**src/rtl/sram_arbiter.sv**
```systemverilog
// Round-robin arbiter and access sequencer sharing one SRAM port between
// the program loader (port 0) and the GPP fetch/load path (port 1).
module sram_arbiter #(
    parameter int AW = 8,
    parameter int DW = 32
) (
    input  logic          Clk,
    input  logic          Rst,
    input  logic          R0Req,
    input  logic          R0RW,
    input  logic [AW-1:0] R0Addr,
    input  logic [DW-1:0] R0WData,
    output logic          R0Gnt,
    output logic          R0RVld,
    output logic [DW-1:0] R0RData,
    input  logic          R1Req,
    input  logic          R1RW,
    input  logic [AW-1:0] R1Addr,
    input  logic [DW-1:0] R1WData,
    output logic          R1Gnt,
    output logic          R1RVld,
    output logic [DW-1:0] R1RData,
    output logic [AW-1:0] Addr,
    output logic [DW-1:0] WData,
    output logic          RW,
    output logic          En,
    input  logic [DW-1:0] Data,
    output logic          Busy,
    output logic [1:0]    DbgState
);

    // Handshake: a port holds Req (and its fields) high until it sees a
    // one-cycle Gnt; a read then returns one RVld pulse with RData updated.
    typedef enum logic [1:0] {IDLE, ISSUE, WAIT, RESP} state_t;

    state_t        state_q, state_d;
    logic          last_q, last_d;
    logic          win_q, win_d;
    logic          pick;
    logic [AW-1:0] addr_q, addr_d;
    logic [DW-1:0] wdata_q, wdata_d;
    logic          rw_q, rw_d;
    logic          en_q, en_d;
    logic          gnt0_q, gnt0_d, gnt1_q, gnt1_d;
    logic          rvld0_q, rvld0_d, rvld1_q, rvld1_d;
    logic [DW-1:0] rdata0_q, rdata0_d, rdata1_q, rdata1_d;
    logic          busy_q, busy_d;

    always_comb begin
        state_d  = state_q;
        last_d   = last_q;
        win_d    = win_q;
        addr_d   = addr_q;
        wdata_d  = wdata_q;
        rw_d     = rw_q;
        en_d     = 1'b0;
        gnt0_d   = 1'b0;
        gnt1_d   = 1'b0;
        rvld0_d  = 1'b0;
        rvld1_d  = 1'b0;
        rdata0_d = rdata0_q;
        rdata1_d = rdata1_q;
        // Under contention the port that did not win last time goes first.
        pick     = (R0Req && R1Req) ? ~last_q : R1Req;

        case (state_q)
            IDLE: begin
                if (R0Req || R1Req) begin
                    win_d   = pick;
                    last_d  = pick;
                    addr_d  = pick ? R1Addr  : R0Addr;
                    wdata_d = pick ? R1WData : R0WData;
                    rw_d    = pick ? R1RW    : R0RW;
                    en_d    = 1'b1;
                    gnt0_d  = ~pick;
                    gnt1_d  = pick;
                    state_d = ISSUE;
                end
            end
            ISSUE: state_d = rw_q ? IDLE : WAIT;
            WAIT: begin
                state_d = RESP;
                if (win_q) begin
                    rdata1_d = Data;
                    rvld1_d  = 1'b1;
                end else begin
                    rdata0_d = Data;
                    rvld0_d  = 1'b1;
                end
            end
            RESP:    state_d = IDLE;
            default: state_d = IDLE;
        endcase

        busy_d = (state_d != IDLE);
    end

    always_ff @(posedge Clk) begin
        if (Rst) begin
            state_q  <= IDLE;
            last_q   <= 1'b1;
            win_q    <= 1'b0;
            addr_q   <= '0;
            wdata_q  <= '0;
            rw_q     <= 1'b0;
            en_q     <= 1'b0;
            gnt0_q   <= 1'b0;
            gnt1_q   <= 1'b0;
            rvld0_q  <= 1'b0;
            rvld1_q  <= 1'b0;
            rdata0_q <= '0;
            rdata1_q <= '0;
            busy_q   <= 1'b0;
        end else begin
            state_q  <= state_d;
            last_q   <= last_d;
            win_q    <= win_d;
            addr_q   <= addr_d;
            wdata_q  <= wdata_d;
            rw_q     <= rw_d;
            en_q     <= en_d;
            gnt0_q   <= gnt0_d;
            gnt1_q   <= gnt1_d;
            rvld0_q  <= rvld0_d;
            rvld1_q  <= rvld1_d;
            rdata0_q <= rdata0_d;
            rdata1_q <= rdata1_d;
            busy_q   <= busy_d;
        end
    end

    assign R0Gnt    = gnt0_q;
    assign R1Gnt    = gnt1_q;
    assign R0RVld   = rvld0_q;
    assign R1RVld   = rvld1_q;
    assign R0RData  = rdata0_q;
    assign R1RData  = rdata1_q;
    assign Addr     = addr_q;
    assign WData    = wdata_q;
    assign RW       = rw_q;
    assign En       = en_q;
    assign Busy     = busy_q;
    assign DbgState = state_q;

endmodule

```
**config.mk**
```make
export PLATFORM = sky130hd
export DESIGN_NAME = sram_arbiter
export DESIGN_NICKNAME = d
export VERILOG_FILES = /design/src/rtl/sram_arbiter.sv
export SDC_FILE = /design/constraint.sdc
export NUM_CORES = 1
export LEC_CHECK = 0
export CAP_MARGIN = 20
export CORE_ASPECT_RATIO = 0.75
export CORE_MARGIN = 2
export CORE_UTILIZATION = 27
export DETAILED_ROUTE_END_ITERATION = 10
export PLACE_DENSITY = 0.61
export SLEW_MARGIN = 20
export SYNTH_ARGS = -nofsm -noshare
export SYNTH_HDL_FRONTEND = slang
export SYNTH_SLANG_ARGS = --single-unit
```
**constraint.sdc**
```tcl
create_clock -name Clk -period 1.6 [get_ports Clk]
set_clock_uncertainty 0.2 [all_clocks]
set_input_delay 0.32 -clock Clk [delete_from_list [all_inputs] [get_ports Clk]]
set_output_delay 0.32 -clock Clk [all_outputs]
set_load 0.03 [all_outputs]
```
==> results_dict.tcl <==
set metrics [dict create \
    timing.fmax_ghz 0.635 \
    postRouteAntennaNets 0 \
    ir_drop_mv 0.505 \
    place_hpwl_um 11600 \
    ys_types 24 \
    hold_violations 0 \
    cp_data_arrival_time_ps 1680 \
    place.gp.congestion 0.749 \
    cp_max_fo 20 \
    cts_buffers 17 \
    p_per_area_nw_per_um2 1170 \
    yosysSeqAreaShare 0.493 \
    htree_levels 4 \
    dr.first_iter.drc_count 207 \
    endpoint_kind "register" \
    finalSetupViolCount 0 \
    ys_async_sr_fraction 0 \
    r2r_cells 4 \
    min_period_ps 1570 \
    r2r-end "WData[5]" \
    post_drt_wl_per_cell_um 16.2 \
    slew_violations 0 \
    final_cell_area_um2 7950 \
    final.setup.tns_ps 0 \
    worstSetupStartpointType "input pin" \
    die_w_um 156 \
    core-area_um2 16900 \
    die_area_um2 18400 \
    dr.pass1.iters 4 \
    die_h_um 118 \
    yosys_warnings 0 \
    diodes 0 \
    worstSetupPathType "in2reg" \
    cts_hold_buf 0 \
    post-synth-top-area-fraction 0.493 \
    met1_usage 0.233 \
    root_buffer "clkbuf_16" \
    num_rows 41 \
    nNetsFinal 900 \
    clockBufferDepth 2 \
    post-synth-top-area-cell "dfxtp_1" \
    r2r_start "DbgState[1]" \
    min_to "Addr[5]" \
    synthCells 549 \
    grt_setup_unrepaired "yes" \
    clkTransAtPathRegs_ps 50 \
    met2_usage 0.261 \
    grt.total_usage 0.176 \
    yosys-top-cells-area "dfxtp_1, nand2_1, a311oi_2" \
    port_buffers 230 \
    cts_sinks 115 \
    postSynthRegisterBits 115 \
    grt_antenna_before_repair 0 \
    cts_tree "yes" \
    post_cts_buffers 0 \
    grtUsageMet3 0.0758 \
    synth_nets 667 \
    grt_max_degree 33 \
    cp.required_ps 1710 \
    status "complete, no violations" \
    top_usage_layer "met2" \
    grt_pass1_vias 4643 \
    area_growth_pct 70.1 \
    layout_commonest_cell "nand2_1" \
    mostFrequentLayoutCells "nand2_1, clkdlybuf4s50_1, dfxtp_1, a21oi_1, buf_2" \
    syn-cell-area_um2 4670 \
    period_share 0.984 \
    ys.flop_type "dfxtp_1" \
    holdPathStages 2 \
    avgViaCountPerCell 4.64 \
    rrSetupSlack_ps 100 \
    max-slew-margin-rel 0.821 \
    drv_cap 0 \
    drc 0 \
    hold_slack_ps 81.9 \
    syn_avg_cell_area_um2 8.51 \
    grt_pass1_wl_um 25200 \
    num_io_pins 231 \
    tightest_slew_ps 268 \
    vias 4674 \
    clkLatencyLatePin_ps 400 \
    min_from "Rst" \
    dpl_cell_area_um2 7640 \
    holdCritPathClass "in2reg" \
    start_util 0.277 \
    drive_above_1_share 0.282 \
    p_leak_nw 3.06 \
    finalWirelength_um 16300 \
    synth_edf_count 0 \
    overflow 0 \
]
[worst max path at each step]
| stage | slack (ps) | end | startpoint |
|---|---|---|---|
| after floorplan | 20 | R0RData[10] | DbgState[1] |
| after global placement | -300 | WData[0] | R0Req |
| after detailed placement | -360 | WData[18] | R1Req |
| after CTS | 0.9 | WData[11] | WData[11] |
| after global routing | -10 | WData[18] | R1Req |
| final | 30 | WData[21] | R1Req |
[routing by layer]
layer	routed length (um)	vias up
met2	7130	180
met1	7450	2154
met5	0	-
met3	1590	7
met4	122	0
li1	-	2333
[Yosys cell counts, types with 2 or more instances]
| cell type | number |
|---|---|
| buf_6 | 9 |
| nor2_1 | 3 |
| a21bo_2 | 2 |
| nor3_1 | 3 |
| buf_2 | 10 |
| dfxtp_1 | 115 |
| a311oi_2 | 40 |
| a21oi_1 | 108 |
| nand2_1 | 214 |
| clkbuf_1 | 31 |
[where the power goes]
part	internal, mW	total [mW]	switching [mW]
combinational	1.19	2.60	1.41
sequential	3.14	3.33	0.188
clock	2.11	3.38	1.27
total	6.44	9.31	2.87
[flip-flops by register name, summed over array words and instances, names as in the netlist, 2 cells and up]
| name | count |
|---|---|
| DbgState | 2 |
| R0RData | 32 |
| R1RData | 32 |
| WData | 32 |
| Addr | 8 |
[cells by family (layout without fill, tap and decap cells)]
group | count (synthesis) | after routing | synth area share
buf+inv | 51 | 295 | 0.0581
compound gates | 154 | 154 | 0.256
flops | 115 | 115 | 0.493
simple gates | 229 | 229 | 0.193
[per-stage QoR]
| step | setup slack (ps) | instances | total power, mW | utilization |
|---|---|---|---|---|
| after global routing | -12.7 | 1008 | 9.72 | 0.471 |
| after floorplan | 21.1 | 549 | 4.77 | - |
| after detailed placement | -358 | 978 | 6.12 | 0.453 |
| after CTS | 0.897 | 1007 | 9.46 | 0.485 |
| after global placement | -299 | 978 | 6.10 | 0.453 |
| final | 26.3 | 1008 | 9.31 | 0.471 |
[what timing repair did]
action / 4_1_cts / 5_1_grt
cloned: 0 / 1
gates resized for setup: 287 / 91
setup endpoints to repair: 87 / 56
[worst max-delay path, cell delays in order]
cell and delay, ps:
clkdlybuf4s50_1 520, or2_1 180, buf_4 270, a21oi_1 130, a311oi_2 250
[final cells by class]
| class | instances | area (um^2) |
|---|---|---|
| Clock buffer | 25 | 495 |
| Clock inverter | 5 | 27.5 |
| Fill cell | 1666 | 8930 |
| Multi-Input combinational cell | 383 | 2120 |
| Sequential cell | 115 | 2310 |
| Tap cell | 215 | 269 |
| Timing Repair Buffer | 265 | 2730 |
(Power assumes the default switching activity.)
